**src/rtl/riscv_instr_loader.sv**
```systemverilog
// Streams 32-bit program words into a picorv32 leaf as four {byte address, byte}
// config packets per word, sent over the leaf's BFT packet input.
module riscv_instr_loader #(
    parameter int PACKET_BITS   = 49,
    parameter int NUM_LEAF_BITS = 5,
    parameter int NUM_PORT_BITS = 4,
    parameter int CFG_PORT      = 0,
    parameter int ADDR_BITS     = 24,
    parameter int CNT_BITS      = 16
) (
    input  logic                     clk_bft,
    input  logic                     resetn,
    input  logic                     start,
    input  logic [ADDR_BITS-1:0]     base_addr,
    input  logic [CNT_BITS-1:0]      num_words,
    input  logic [NUM_LEAF_BITS-1:0] dest_leaf,
    output logic                     busy,
    output logic                     done,
    input  logic [31:0]              din,
    input  logic                     val_in,
    output logic                     ready_upward,
    output logic [PACKET_BITS-1:0]   dout,
    output logic                     val_out,
    input  logic                     ready_downward,
    output logic [1:0]               state_dbg
);
    localparam int RSV_BITS = PACKET_BITS - NUM_LEAF_BITS - NUM_PORT_BITS - ADDR_BITS - 8;
    localparam logic [NUM_PORT_BITS-1:0] CFG_PORT_F = NUM_PORT_BITS'(CFG_PORT);

    typedef enum logic [1:0] {
        IDLE  = 2'd0,
        FETCH = 2'd1,
        SEND  = 2'd2,
        DONE  = 2'd3
    } state_t;

    state_t                   state;
    logic [ADDR_BITS-1:0]     addr_q;
    logic [ADDR_BITS-1:0]     addr_inc;
    logic [CNT_BITS-1:0]      remaining;
    logic [NUM_LEAF_BITS-1:0] leaf_q;
    logic [31:0]              word_q;
    logic [1:0]               idx;

    assign state_dbg = state;
    // Byte address wraps naturally at 2^ADDR_BITS.
    assign addr_inc  = addr_q + ADDR_BITS'(1);

    function automatic logic [PACKET_BITS-1:0] make_packet(
        input logic [NUM_LEAF_BITS-1:0] leaf,
        input logic [ADDR_BITS-1:0]     a,
        input logic [7:0]               b
    );
        return {leaf, CFG_PORT_F, {RSV_BITS{1'b0}}, a, b};
    endfunction

    // Handshakes: a word moves when val_in & ready_upward at a clock edge; a packet
    // moves when val_out & ready_downward. Once val_out rises, dout holds until accepted.
    always_ff @(posedge clk_bft or negedge resetn) begin
        if (!resetn) begin
            state        <= IDLE;
            busy         <= 1'b0;
            done         <= 1'b0;
            ready_upward <= 1'b0;
            val_out      <= 1'b0;
            dout         <= '0;
            addr_q       <= '0;
            remaining    <= '0;
            leaf_q       <= '0;
            word_q       <= '0;
            idx          <= '0;
        end else begin
            done <= 1'b0;
            case (state)
                IDLE: begin
                    if (start) begin
                        addr_q    <= base_addr;
                        remaining <= num_words;
                        leaf_q    <= dest_leaf;
                        busy      <= 1'b1;
                        if (num_words == '0) begin
                            state <= DONE;
                            done  <= 1'b1;
                        end else begin
                            state        <= FETCH;
                            ready_upward <= 1'b1;
                        end
                    end
                end
                FETCH: begin
                    if (val_in && ready_upward) begin
                        word_q       <= din;
                        idx          <= 2'd0;
                        ready_upward <= 1'b0;
                        val_out      <= 1'b1;
                        dout         <= make_packet(leaf_q, addr_q, din[7:0]);
                        state        <= SEND;
                    end
                end
                SEND: begin
                    if (ready_downward) begin
                        addr_q <= addr_inc;
                        idx    <= idx + 2'd1;
                        // Shift so the next byte to send is always in word_q[15:8].
                        word_q <= {8'h00, word_q[31:8]};
                        if (idx == 2'd3) begin
                            val_out <= 1'b0;
                            if (remaining == CNT_BITS'(1)) begin
                                state <= DONE;
                                done  <= 1'b1;
                            end else begin
                                remaining    <= remaining - CNT_BITS'(1);
                                state        <= FETCH;
                                ready_upward <= 1'b1;
                            end
                        end else begin
                            dout <= make_packet(leaf_q, addr_inc, word_q[15:8]);
                        end
                    end
                end
                DONE: begin
                    state <= IDLE;
                    busy  <= 1'b0;
                end
                default: state <= IDLE;
            endcase
        end
    end
endmodule

```
**config.mk**
```make
export PLATFORM = sky130hd
export DESIGN_NAME = riscv_instr_loader
export DESIGN_NICKNAME = d
export VERILOG_FILES = /design/src/rtl/riscv_instr_loader.sv
export SDC_FILE = /design/constraint.sdc
export NUM_CORES = 1
export LEC_CHECK = 0
export ABC_AREA = 1
export BUFFER_PORTS_ARGS = -buffer_cell sky130_fd_sc_hd__buf_2
export CAP_MARGIN = 20
export CORE_AREA = 2 2 122 124
export CTS_CLUSTER_DIAMETER = 120
export DETAILED_ROUTE_END_ITERATION = 10
export DIE_AREA = 0 0 124 126
export PLACE_DENSITY = 0.72
export SYNTH_ARGS = -nofsm -noshare
export SYNTH_HDL_FRONTEND = slang
export SYNTH_SLANG_ARGS = --single-unit
```
**constraint.sdc**
```tcl
create_clock -name clk_bft -period 1.4 [get_ports clk_bft]
set_input_delay 0.21 -clock clk_bft [delete_from_list [all_inputs] [get_ports clk_bft]]
set_output_delay 0.21 -clock clk_bft [all_outputs]
set_load 0.02 [all_outputs]
```
Word level (Yosys, flattened, before mapping)

Cells that the tools add are included.

Equal/unequal tests: 12
$add $sub $neg: 3
Reductions and logical operators: 16
Mux-type cells: 44

Operators with widths:

| cell                                                 | number |
|---|---|
| two-way mux 49 bit                                   | 3 |
| case mux 49 bit (2 select lines)                     | 1 |
| two-way mux 16 bit                                   | 4 |
| two-way mux 32 bit                                   | 2 |
| case mux 32 bit (2 select lines)                     | 1 |
| two-way mux 24 bit                                   | 2 |
| case mux 24 bit (2 select lines)                     | 1 |
| case mux 16 bit (2 select lines)                     | 1 |
| adder 24 x 1 -> 24 bit, second input constant        | 1 |
| equality test 16 x 1 -> 1 bit, second input constant | 1 |
| logical NOT 16 bit                                   | 1 |
| two-way mux 2 bit                                    | 8 |
| subtractor 16 x 1 -> 16 bit, second input constant   | 1 |
| two-way mux 1 bit                                    | 15 |
| inequality test 2 bit, second input constant         | 7 |
| AND reduction 4 bit                                  | 3 |
| case mux 2 bit (4 select lines)                      | 1 |
| AND reduction 7 bit                                  | 1 |
| equality test 2 bit, second input constant           | 3 |
| case mux 1 bit (2 select lines)                      | 3 |
| AND reduction 3 bit                                  | 2 |
| nonzero test 2 bit                                   | 3 |
| AND reduction 5 bit                                  | 1 |
| case mux 2 bit (2 select lines)                      | 1 |
| other kinds (7)                                      | 8 |

Bits in registers: 134

Depth between registers and ports, before layout

Gate-level depths: netlist of run 1.

Depth after elaboration: 5
Depth in mapped cells: 11

Worst setup path after synthesis of run 1

No wires, ideal clock.

Kind: register to register
Start point: register state[0], in the netlist state_dbg[0]
End point: register dout[11]
Required time: 1273 ps
Library setup time: 127 ps
Cell stages (with the launch flop): 11
Arrival time: 1437 ps
Slack: -164 ps
Clock period less this slack: 1564 ps
Cells stage by stage: dfrtp_1 inv_2 nor2_4 inv_2 nor2_8 inv_2 nand2_8 nand2_4 buf_2 a21oi_1 a21oi_2

Longest elaborated chain between the ends: 3

Ends and longest elaborated chain:

| element                                                                      | RTL line | source |
|---|---|---|
| from (decl)                                                                  | 37       | `state_t state;` |
| from (signal assigned)                                                       | 61       | `state <= IDLE;` |
| from (signal assigned)                                                       | 82       | `state <= DONE;` |
| from (signal assigned)                                                       | 85       | `state <= FETCH;` |
| equality test 2 bit / equality test 2 x 1 -> 1 bit (equally long branches)   | 74       | `case (state)` |
| inequality test 2 bit (no line) / nonzero test 2 bit (equally long branches) | -        |  |
| AND reduction 4 bit (no line)                                                | -        |  |
| to (signal assigned)                                                         | 96       | `dout <= make_packet(leaf_q, addr_q, din[7:0]);` |
| to (signal assigned)                                                         | 117      | `dout <= make_packet(leaf_q, addr_inc, word_q[15:8]);` |
| to (decl)                                                                    | 22       | `output logic [PACKET_BITS-1:0] dout,` |

Several ways; a longest one is shown, not always the timed one.
A chain may end at the register's enable or synchronous reset.

Worst setup path in the final report of run 1

Start point: register addr_q[1]
End point: register addr_q[14]

Longest elaborated chain between the ends: 3

Ends and longest elaborated chain:

| element                          | RTL line | source |
|---|---|---|
| from (decl)                      | 38       | `logic [ADDR_BITS-1:0] addr_q;` |
| from (signal assigned)           | 77       | `addr_q <= base_addr;` |
| from (signal assigned)           | 102      | `addr_q <= addr_inc;` |
| adder 24 x 1 -> 24 bit           | 47       | `assign addr_inc = addr_q + ADDR_BITS'(1);` |
| two-way mux 24 bit               | 101      | `if (ready_downward) begin` |
| case mux 24 bit (2 select lines) | 74       |  |

Every way passes these cells. The select of a mux whose other input is x is not followed.

==> out/metrics.cfg, run 1 <==
[run_status]
status=finished with violations
failed_checks=negative hold slack, negative setup slack

[yosys]
ys_warn_count=0
async_flop_share_pct=100.0
netlist_area_um2=6327
syn-instance-count=852
ys.flop_type=dfrtp_1
yosys_register_bits=114
syn-mean-instance-area_um2=7.426
yosysSeqAreaShare_pct=45.09
ys_types=41
synth_edf_count=0

[timing]
rsz0062_at_grt=true
finalSetupViolCount=104
fmax_mhz=623.5
finalMaxSlewViolations=0
finalClockSkew_ns=0.009372
holdWs_ns=-0.0006075
min_period_ns=1.604
period_share_pct=114.6
fin_ws_ns=-0.2039
hold_viol=1

[clock_network]
cts-root-buf=clkbuf_16
insertion_delay_ns=0.42
cts_buffer_depth=2
numCtsBuffers=17
cts_max_level=4
clock-sinks=114
clk_pin_slew_ns=0.06
cts_tree=done

[global_route]
grt_antenna_before_repair=0
grt_max_degree=32
grt_pass1_wl_um=31960
grt.overflow.total=0
grt_pass1_vias=6710
groute.usage.overall_pct=26.19

[final_layout]
fillCellCount=987
antennaDiodeCount=0
num-nets-final=1190
utilization_pct=71.45
final_layout_size_suffix_gt1_share_pct=47.40
finalInstanceArea_um2=10230
syn_to_final_growth_pct=61.64

[hold_path]
hp-class=input port to flop
worstHoldStart=din[28]
whs_path_depth=3
hold_end=word_q[28]

[placed_design]
port_buffers=124
dpl_cell_area_um2=7925
hpwlAfterDp_um=12590
place.gp.congestion=0.9364

[critical_path]
cp-end-kind=flop
cp.arrival_ns=1.91
cp_max_fo=5
rrSetupSlack_ns=-0.20
crit_chain=ha_4 > nand2_4 > nor2_4 > nand2_2 > nor2_4 > nand2_1 > nand3_2 > nand2_1 > nand2_1 > nand2_1
worstRegToRegCells=10
cpPeakStageDelay_ns=0.44
cp.required_ns=1.71
critical_path.slowest_cell=dfrtp_1
cp-start-kind=flop
rr_endpoint=addr_q[14]
crit_top_cell=nand2_1
reg2reg_from=addr_q[1]
critPathKind=flop to flop

[routing]
detail_route.wl_per_cell_um=17.26
antenna_left=0
drc=0
first_iter_violations=523
dr.pass1.iters=7
vias_per_cell=5.395
drt_wl_total_um=22440
via_count=7014

[power_and_ir_drop]
peakVddDrop_mv=1.315
pwr_density_cell_nw_per_um2=2684
p_leak_nw=4.787

[die]
die_w_um=124
ios=137
core_um2=14310
dieHeight_um=126
core.rowCount=44
start_util_pct=44.20
dieArea_um2=15620

[job]
cap_violations=0

==> flip-flops by register name (all words and copies together) (netlist names), 2 cells and up <==
register and count:
state_dbg 2, dout 37, leaf_q 5, addr_q 24, idx 2, word_q 24, remaining 16
==> metal layers <==
layer | vias to the layer above | part of all wire (%) | GRT usage (%)
met5 | - | 0 | 0
met4 | 0 | 4.1 | 10.31
met3 | 78 | 7.0 | 4.710
met2 | 322 | 50 | 43.70
met1 | 3359 | 39 | 33.58
li1 | 3255 | - | -
==> worst max-delay path: cells and delay by family, from the launching register on <==
kind,cells,cell delay (ns)
and+or+nand+nor,9,0.87
DFF,1,0.44
adders and majority gates,1,0.19
==> repair_timing <==
action,CTS,global route
hold buffers,4,0
setup buffers,12,12
gates resized for setup,124,223
endpoints found under the hold margin,28,0
cloned,9,3
pin swaps,30,49
endpoints found under the setup margin,107,111
==> worst max path at each step <==
stage,start,to,slack (ns),cells after the start
after CTS,state_dbg[0],dout[4],-0.12,12
after floorplan,state_dbg[1],dout[16],-0.06,9
after detailed placement,remaining[7],remaining[8],-0.14,9
final,addr_q[1],addr_q[14],-0.20,10
after global routing,addr_q[1],addr_q[14],-0.25,10
after global placement,remaining[1],remaining[14],-0.14,9
==> cell usage after synthesis (2+ instances only) <==
cell      count  area share (%)
xor2_1        2            0.28
nand3_1      52             4.1
inv_1        63             3.7
inv_2         7            0.42
buf_4        15             1.8
buf_2        19             1.5
o22ai_1       2            0.20
o21ai_1      11            0.87
nand3b_1      3            0.36
ha_1          4            0.79
o21bai_1      5            0.59
buf_6         5            0.89
nand2_4       2            0.36
xnor2_1       2            0.28
clkbuf_1      6            0.36
buf_1         2            0.12
nand3_2       2            0.32
or2_2         4            0.40
a21oi_1      58             4.6
nor2_2        9            0.89
nand4_1       7            0.69
o21ai_0      49             3.9
nand2_1     242              14
nor2_1      118             7.0
a21oi_2       3            0.42
nor3_1        3            0.24
a31oi_1      23             2.3
a31oi_2       7             1.4
nor2_4        2            0.36
dfrtp_1     114              45
==> power by group <==
part / switching [mW] / internal (mW)
clock: 1.57 / 2.69
combinational: 9.19 / 7.58
sequential: 1.47 / 4.95
total: 12.2 / 15.2
==> cell type report <==
type	instances	area (um2)	share of cell area, %
inverters	72	315.3	3.083
flip-flops and latches	114	2861	27.98
clock buffers	21	460.4	4.502
well taps	184	230.2	2.251
repair buffers	270	2332	22.80
clock inverters	10	110.1	1.077
multi-input cells	629	3918	38.30
==> stage by stage <==
step	total power, mW	instances	hold slack [ns]	worst slack [ns]	TNS [ns]
global route	29.00	1300	0.006608	-0.2465	-16.80
finish	27.45	1300	-0.0006075	-0.2039	-9.534
global placement	16.98	1231	0.1917	-0.1371	-5.278
floorplan	12.78	863	-0.08559	-0.06184	-2.440
detailed placement	17.25	1231	0.1928	-0.1425	-7.815
CTS	23.99	1286	0.001615	-0.1173	-5.121
==> cells in the final DEF, fill, tap and decap left out, types with 4 or more instances in the layout <==
cell | netlist | final
conb_1 | 1 | 12
nand3_4 | 0 | 4
inv_1 | 63 | 54
buf_12 | 0 | 19
o21ai_0 | 49 | 27
buf_16 | 0 | 9
clkbuf_16 | 0 | 20
or2_2 | 4 | 4
inv_2 | 7 | 9
a31oi_1 | 23 | 18
buf_8 | 0 | 6
a21oi_1 | 58 | 26
dfrtp_1 | 114 | 107
a31oi_2 | 7 | 8
buf_6 | 5 | 22
buf_2 | 19 | 121
nand3_1 | 52 | 35
buf_4 | 15 | 86
inv_4 | 0 | 5
o21ai_2 | 0 | 16
nand2_1 | 242 | 198
nor2_4 | 2 | 38
nand2_2 | 1 | 32
nand2_4 | 2 | 11
nor2_2 | 9 | 29
a31oi_4 | 0 | 4
clkinv_2 | 0 | 5
nand2_8 | 1 | 5
a21oi_2 | 3 | 32
o21bai_1 | 5 | 5
nor2_1 | 118 | 62
nand3_2 | 2 | 15
o21ai_1 | 11 | 17
nand4_1 | 7 | 7
dlygate4sd3_1 | 0 | 4
dfrtp_2 | 0 | 7
==> kinds of logic (layout without fill, tap and decap cells) <==
family / after synthesis / after routing / share of synthesized area (%)
AND/OR/NAND/NOR: 449 / 449 / 30.00
AO/OA/AOI/OAI: 160 / 160 / 14.44
buffers and inverters: 120 / 373 / 9.077
flip-flops: 114 / 114 / 45.09
adder cells (fa/ha/maj): 4 / 4 / 0.7910
XOR/XNOR: 4 / 4 / 0.5538
other: 1 / 12 / 0.05927
Power figures use the tool's default switching activity.
==> run 2, diff against run 1 <==
--- a/config.mk
+++ b/config.mk
@@ -5,13 +5,13 @@
 export SDC_FILE = /design/constraint.sdc
 export NUM_CORES = 1
 export LEC_CHECK = 0
-export ABC_AREA = 1
 export BUFFER_PORTS_ARGS = -buffer_cell sky130_fd_sc_hd__buf_2
 export CAP_MARGIN = 20
-export CORE_AREA = 2 2 122 124
+export CORE_AREA = 2 2 119 121
 export CTS_CLUSTER_DIAMETER = 120
 export DETAILED_ROUTE_END_ITERATION = 10
-export DIE_AREA = 0 0 124 126
+export DIE_AREA = 0 0 121 123
+export HOLD_SLACK_MARGIN = 0.1
 export PLACE_DENSITY = 0.72
 export SYNTH_ARGS = -nofsm -noshare
 export SYNTH_HDL_FRONTEND = slang
==> out/metrics.cfg, run 2 <==
[critical_path]
cp_max_fo=6  ; was 5
crit_chain=or4_4 > or4_1 > nor2_1 > a21oi_1 > o22ai_1  ; was ha_4 > nand2_4 > nor2_4 > nand2_2 > nor2_4 > nand2_1 > nand3_2 > nand2_1 > nand2_1 > nand2_1
critPathKind=flop to flop  ; unchanged
cp.required_ns=1.75  ; was 1.71 ns
path_buf_inv=0  ; unchanged
cpPeakStageDelay_ns=0.62  ; was 0.44 ns
cp-end-kind=flop  ; unchanged
cp-start-kind=flop  ; unchanged
cp.arrival_ns=2.39  ; was 1.91 ns
critPathTopFamily=simple AND/OR/NAND/NOR gates  ; unchanged
critical_path.slowest_cell=or4_4  ; was dfrtp_1

[routing]
drt_wl_total_um=29230  ; was 22440 um
dr.pass1.iters=7  ; unchanged
first_iter_violations=756  ; was 523
vias_per_cell=6.347  ; was 5.395
drc=0  ; unchanged
detail_route.wl_per_cell_um=24.36  ; was 17.26 um
via_count=7616  ; was 7014
antenna_left=0  ; unchanged

[timing]
rsz0062_at_grt=true  ; unchanged
finalMaxSlewViolations=0  ; unchanged
period_share_pct=145.4  ; was 114.6%
slew_headroom_pct=62.17
holdWs_ns=0.1065  ; was -0.0006075 ns
finalSetupViolCount=113  ; was 104
min_period_ns=2.035  ; was 1.604 ns
fmax_mhz=491.4  ; was 623.5 MHz
hold_viol=0  ; was 1
fin_ws_ns=-0.6351  ; was -0.2039 ns
finalClockSkew_ns=0.01028  ; was 0.009372 ns
worstMarginPinSlew_ns=0.5674

[global_route]
grt.overflow.total=0  ; unchanged
grt_pass1_wl_um=37050  ; was 31960 um
grt_pass1_vias=7150  ; was 6710
grt_max_degree=32  ; unchanged
groute.usage.overall_pct=32.47  ; was 26.19%
grt_antenna_before_repair=0  ; unchanged

[power_and_ir_drop]
p_seq_share_pct=23.7  ; was 23.4%
p_total_mw=26.66  ; was 27.45 mW
swShare_pct=43.19  ; was 44.56%
internal_power_mw=15.14  ; was 15.22 mW
share_comb_of_total_power_pct=59.3  ; was 61.1%
pwr_density_cell_nw_per_um2=2366  ; was 2684 nW/um2
p_leak_nw=5.010  ; was 4.787 nW
clockPowerShare_pct=17.1  ; was 15.5%
switchingPower_mw=11.51  ; was 12.23 mW
peakVddDrop_mv=1.264  ; was 1.315 mV

[yosys]
yosys_register_bits=114  ; unchanged
ys_warn_count=0  ; unchanged
yosysSeqAreaShare_pct=47.15  ; was 45.09%
synthMostInstantiatedCell=dfrtp_1  ; was nand2_1
syn-instance-count=668  ; was 852
synth_edf_count=0  ; unchanged
ys_types=60  ; was 41
syn-mean-instance-area_um2=9.058  ; was 7.426 um2
async_flop_share_pct=100.0  ; unchanged
synth_top_cell_area_share_pct=47.15  ; was 45.09%
ys.flop_type=dfrtp_1  ; unchanged
yosys.area.top_type=dfrtp_1  ; unchanged
yosys-top-cells-area=dfrtp_1 (47%), a21oi_1 (5.8%), nand2_1 (5.3%), o21ai_0 (4.8%), nor2_1 (3.9%)  ; was dfrtp_1 (45%), nand2_1 (14%), nor2_1 (7.0%), a21oi_1 (4.6%), nand3_1 (4.1%)
synthTopCellsByCount=dfrtp_1 (114), nand2_1 (86), a21oi_1 (70)  ; was nand2_1 (242), nor2_1 (118), dfrtp_1 (114)
netlist_area_um2=6051  ; was 6327 um2

[job]
cap_violations=0  ; unchanged

[die]
dieHeight_um=123  ; was 126 um
dieArea_um2=14880  ; was 15620 um2
core_um2=13610  ; was 14310 um2
ios=137  ; unchanged
die_w_um=121  ; was 124 um
core.rowCount=43  ; was 44
start_util_pct=44.45  ; was 44.20%

[run_status]
status=finished with violations  ; unchanged
failed_checks=negative setup slack  ; was negative hold slack, negative setup slack

[final_layout]
final_layout_size_suffix_gt1_share_pct=56.23  ; was 47.40%
num-nets-final=1093  ; was 1190
largest_reg_flops=37  ; unchanged
utilization_pct=82.77  ; was 71.45%
layout_commonest_cell=buf_2  ; was nand2_1
biggestRegsByFlops=dout: 37 flops, addr_q: 24 flops, word_q: 24 flops  ; unchanged
top_register=dout  ; unchanged
fillCellCount=645  ; was 987
finalInstanceArea_um2=11270  ; was 10230 um2
syn_to_final_growth_pct=86.19  ; was 61.64%
layout_common_cells=buf_2 (121), dfrtp_1 (109), buf_4 (99)  ; was nand2_1 (198), buf_2 (121), dfrtp_1 (107)

[placed_design]
place.gp.congestion=0.9375  ; was 0.9364
port_buffers=124  ; unchanged
dpl_cell_area_um2=7879  ; was 7925 um2
hpwlAfterDp_um=12550  ; was 12590 um

[clock_network]
cts-root-buf=clkbuf_16  ; unchanged
clock-sinks=114  ; unchanged
clk_pin_slew_ns=0.06  ; about the same
cts_buffer_depth=2  ; unchanged
cts_tree=done  ; unchanged
cts_max_level=4  ; unchanged
insertion_delay_ns=0.44  ; was 0.42 ns
numCtsBuffers=17  ; unchanged

[hold_path]
hp-class=input port to flop  ; unchanged

## run 2: changes by cell type after synthesis, moves of 18 or more
cell,delta
inv_1,-56
mux2i_1,+18
nand2_1,-156
nand3_1,-33
nor2_1,-55
## run 2: final timing paths
| path | slack [ns] | cells past startpoint | start | endpoint |
|---|---|---|---|---|
| worst max-delay path | -0.64 | 5 | remaining[12] | remaining[14] |
| worst min-delay path | 0.11 | 3 | base_addr[11] | addr_q[11] |
| worst max register to register | -0.64 | 5 | remaining[12] | remaining[14] |
| worst min register to register | 0.50 | 2 | word_q[21] | word_q[21] |
| max in group asynchronous | 0.53 | 3 | resetn | addr_q[0] |
| min in group asynchronous | 0.31 | 2 | resetn | dout[47] |
## run 2: power by group through the flow
stage,Combinational (mW),Clock (mW),Sequential [mW]
global placement,9.16,0,5.81
finish,15.8,4.55,6.31
detailed placement,9.45,0,5.90
global route,16.4,4.68,6.41
floorplan,5.60,0,6.52
CTS,13.3,4.44,5.94
## run 2: layout make-up
| class | instances | area, um2 | share of cell area [%] |
|---|---|---|---|
| tap | 180 | 225.2 | 1.999 |
| clock buffer | 21 | 460.4 | 4.087 |
| antenna | 1 | 2.502 | 0.02221 |
| clock inverter | 10 | 133.9 | 1.188 |
| inverter | 7 | 26.28 | 0.2332 |
| timing repair buffer | 364 | 3319 | 29.46 |
| multi-input combinational | 503 | 4239 | 37.63 |
| sequential | 114 | 2859 | 25.38 |
## run 2: repair_timing
item | in CTS | in global routing
cloned | 18 | 4
buffers inserted | 53 | 30
hold endpoints to repair | 74 | 0
pin swaps | 61 | 56
hold buffers | 48 | 0
setup endpoints to repair | 107 | 113
resized for setup | 199 | 162
## run 2: tightest hold or removal path, stage by stage
cell and delay (ns):
buf_2 0.11, o22ai_4 0.08, a21oi_2 0.11
## run 2: per-layer routing
layer | vias up | wire length, um | track usage, %
met3 | 218 | 2487 | 6.550
li1 | 3087 | - | -
met5 | - | 0 | 0
met2 | 606 | 14530 | 56.46
met4 | 0 | 2032 | 16.28
met1 | 3705 | 10180 | 38.28
## run 2: logic make-up after synthesis
group                      count (synthesis)  share of synthesized area [%]
AOI/OAI and AO/OA                        200                          19.85
xor gates and xnor gates                  21                          3.040
adders and majority gates                  4                         0.8272
buffers and inverters                     65                          5.563
DFF                                      114                          47.15
muxes                                     23                          3.908
other                                      1                        0.06198
and+or+nand+nor                          240                          19.60
## run 2: per-stage QoR
stage | cells | setup slack (ns) | TNS, ns
floorplan | 679 | -0.4089 | -18.70
global placement | 1037 | -0.4387 | -22.03
detailed placement | 1037 | -0.4972 | -26.68
CTS | 1184 | -0.3798 | -23.66
global route | 1199 | -0.6044 | -38.05
finish | 1200 | -0.6351 | -35.36
==> run 3, diff against run 2 <==
--- a/config.mk
+++ b/config.mk
@@ -13,6 +13,7 @@
 export DIE_AREA = 0 0 121 123
 export HOLD_SLACK_MARGIN = 0.1
 export PLACE_DENSITY = 0.72
+export RECOVER_POWER = 25
 export SYNTH_ARGS = -nofsm -noshare
 export SYNTH_HDL_FRONTEND = slang
 export SYNTH_SLANG_ARGS = --single-unit
==> out/metrics.cfg, run 3 (synthesis gave the netlist of run 2 again) <==
[run_status]
status=finished with violations  ; unchanged
failed_checks=negative setup slack  ; unchanged

[clock_network]
cts_max_level=4  ; unchanged
cts-root-buf=clkbuf_16  ; unchanged
clock-sinks=114  ; unchanged
insertion_delay_ns=0.44  ; about the same
numCtsBuffers=17  ; unchanged
cts_tree=done  ; unchanged
clk_pin_slew_ns=0.06  ; about the same
cts_buffer_depth=2  ; unchanged

[critical_path]
cp-start-kind=flop  ; unchanged
crit_chain=or4_4 > or4_1 > nor2_1 > a21oi_1 > o22ai_1  ; unchanged
reg2reg_from=remaining[12]  ; unchanged
rr_endpoint=remaining[14]  ; unchanged
cp.arrival_ns=2.32  ; was 2.39 ns
cp.required_ns=1.75  ; about the same
cpPeakStageDelay_ns=0.62  ; about the same
cp_max_fo=6  ; unchanged
worstRegToRegCells=5  ; unchanged
critPathLaunch=remaining[12]  ; unchanged
rrSetupSlack_ns=-0.56  ; was -0.64 ns
critPathKind=flop to flop  ; unchanged
critical_path.slowest_cell=or4_4  ; unchanged
cp-end-kind=flop  ; unchanged

[die]
die_w_um=121  ; unchanged
core.rowCount=43  ; unchanged
core_um2=13610  ; unchanged
start_util_pct=44.45  ; unchanged
dieArea_um2=14880  ; unchanged
ios=137  ; unchanged
dieHeight_um=123  ; unchanged

[timing]
rsz0062_at_grt=true  ; unchanged
holdWs_ns=0.1111  ; was 0.1065 ns
fin_ws_ns=-0.5648  ; was -0.6351 ns
slew_headroom_pct=29.84  ; was 62.17%
fmax_mhz=509.0  ; was 491.4 MHz
finalSetupViolCount=113  ; unchanged
finalMaxSlewViolations=0  ; unchanged
min_period_ns=1.965  ; was 2.035 ns
worstMarginPinSlew_ns=1.052  ; was 0.5674 ns
hold_viol=0  ; unchanged
finalClockSkew_ns=0.009877  ; was 0.01028 ns
period_share_pct=140.3  ; was 145.4%

[power_and_ir_drop]
p_seq_share_pct=23.7  ; about the same
share_comb_of_total_power_pct=59.3  ; about the same
p_total_mw=26.62  ; was 26.66 mW
peakVddDrop_mv=1.263  ; was 1.264 mV
p_leak_nw=5.003  ; was 5.010 nW
pwr_density_cell_nw_per_um2=2367  ; was 2366 nW/um2
swShare_pct=43.14  ; was 43.19%
internal_power_mw=15.14  ; about the same
switchingPower_mw=11.49  ; was 11.51 mW
clockPowerShare_pct=17.0  ; was 17.1%

[routing]
dr.pass1.iters=8  ; was 7
first_iter_violations=791  ; was 756
vias_per_cell=6.300  ; was 6.347
drc=0  ; unchanged
detail_route.wl_per_cell_um=24.27  ; was 24.36 um
drt_wl_total_um=29120  ; was 29230 um
antenna_left=0  ; unchanged
via_count=7560  ; was 7616

[global_route]
grt_pass1_wl_um=37050  ; unchanged
groute.usage.overall_pct=32.47  ; unchanged
grt_max_degree=32  ; unchanged
grt.overflow.total=0  ; unchanged
grt_pass1_vias=7150  ; unchanged
grt_antenna_before_repair=0  ; unchanged

[final_layout]
top_register=dout  ; unchanged
seq_area_um2=2859  ; unchanged
layout_common_cells=buf_2 (121), dfrtp_1 (109), buf_4 (98)  ; was buf_2 (121), dfrtp_1 (109), buf_4 (99)
multi_input_area_um2=4239  ; unchanged
fillCellCount=650  ; was 645
syn_to_final_growth_pct=85.86  ; was 86.19%
layout_commonest_cell=buf_2  ; unchanged
biggestRegsByFlops=dout: 37 flops, addr_q: 24 flops, word_q: 24 flops  ; unchanged
largest_reg_flops=37  ; unchanged
final_layout_size_suffix_gt1_share_pct=56.23  ; unchanged
num-nets-final=1093  ; unchanged

[placed_design]
port_buffers=124  ; unchanged
place.gp.congestion=0.9375  ; unchanged
hpwlAfterDp_um=12550  ; unchanged

[hold_path]
hold_end=addr_q[11]  ; unchanged
whs_path_depth=3  ; unchanged
hp-class=input port to flop  ; unchanged
worstHoldStart=base_addr[11]  ; unchanged

[job]
cap_violations=0  ; unchanged

[run 3: layout make-up]
type | count | area share (%)
diodes | 1 | 0.02225
clock buffers | 21 | 4.094
clock inverters | 10 | 1.190
inverters | 7 | 0.2336
multi-input cells | 503 | 37.69
flip-flops and latches | 114 | 25.42
well taps | 180 | 2.003
repair buffers | 364 | 29.34
[run 3: stage by stage]
stage                     worst slack [ns]  instances  TNS [ns]  cell area (um2)  util (%)
after detailed placement           -0.4972       1037    -26.68             7879     57.88
after global placement             -0.4387       1037    -22.03             7879     57.88
final                              -0.5648       1200    -35.14            11250     82.62
after global routing               -0.6044       1199    -38.05            11240     82.60
after CTS                          -0.3798       1184    -23.66            10580     77.74
after floorplan                    -0.4089        679    -18.70             6545         -
[run 3: worst max path at each step]
| stage | endpoint | slack, ns |
|---|---|---|
| 2_1_floorplan | remaining[13] | -0.41 |
| 3_3_place_gp | remaining[14] | -0.44 |
| 3_5_place_dp | remaining[7] | -0.50 |
| 4_1_cts | remaining[13] | -0.38 |
| 5_1_grt | remaining[14] | -0.60 |
| 6_report | remaining[14] | -0.56 |
[run 3: routing by layer]
metal  routed length, um  vias up  track usage, %
li1                    -     3088               -
met1               10100     3663           38.28
met2               14520      607           56.46
met3                2482      202           6.550
met4                2020        0           16.28
met5                   0        -               0
[run 3: power groups by stage]
stage	clock network (mW)	registers (mW)	logic, mW
floorplan	0	6.52	5.60
finish	4.54	6.30	15.8
global route	4.68	6.41	16.4
detailed placement	0	5.90	9.45
global placement	0	5.81	9.16
CTS	4.44	5.94	13.3
[run 3: worst max-delay path: cells and delay by family (launching register included)]
kind | cells | cell delay, ns
and+or+nand+nor | 3 | 1.24
AOI/OAI and AO/OA | 2 | 0.25
DFF | 1 | 0.40
[run 3: repair_timing]
| action | in CTS | in global routing |
|---|---|---|
| hold endpoints to repair | 74 | 0 |
| hold buffers | 48 | 0 |
| setup buffers | 53 | 30 |
| endpoints found under the setup margin | 107 | 113 |
| gates cloned | 18 | 4 |
| resized for setup | 199 | 162 |
| pin swaps | 61 | 56 |
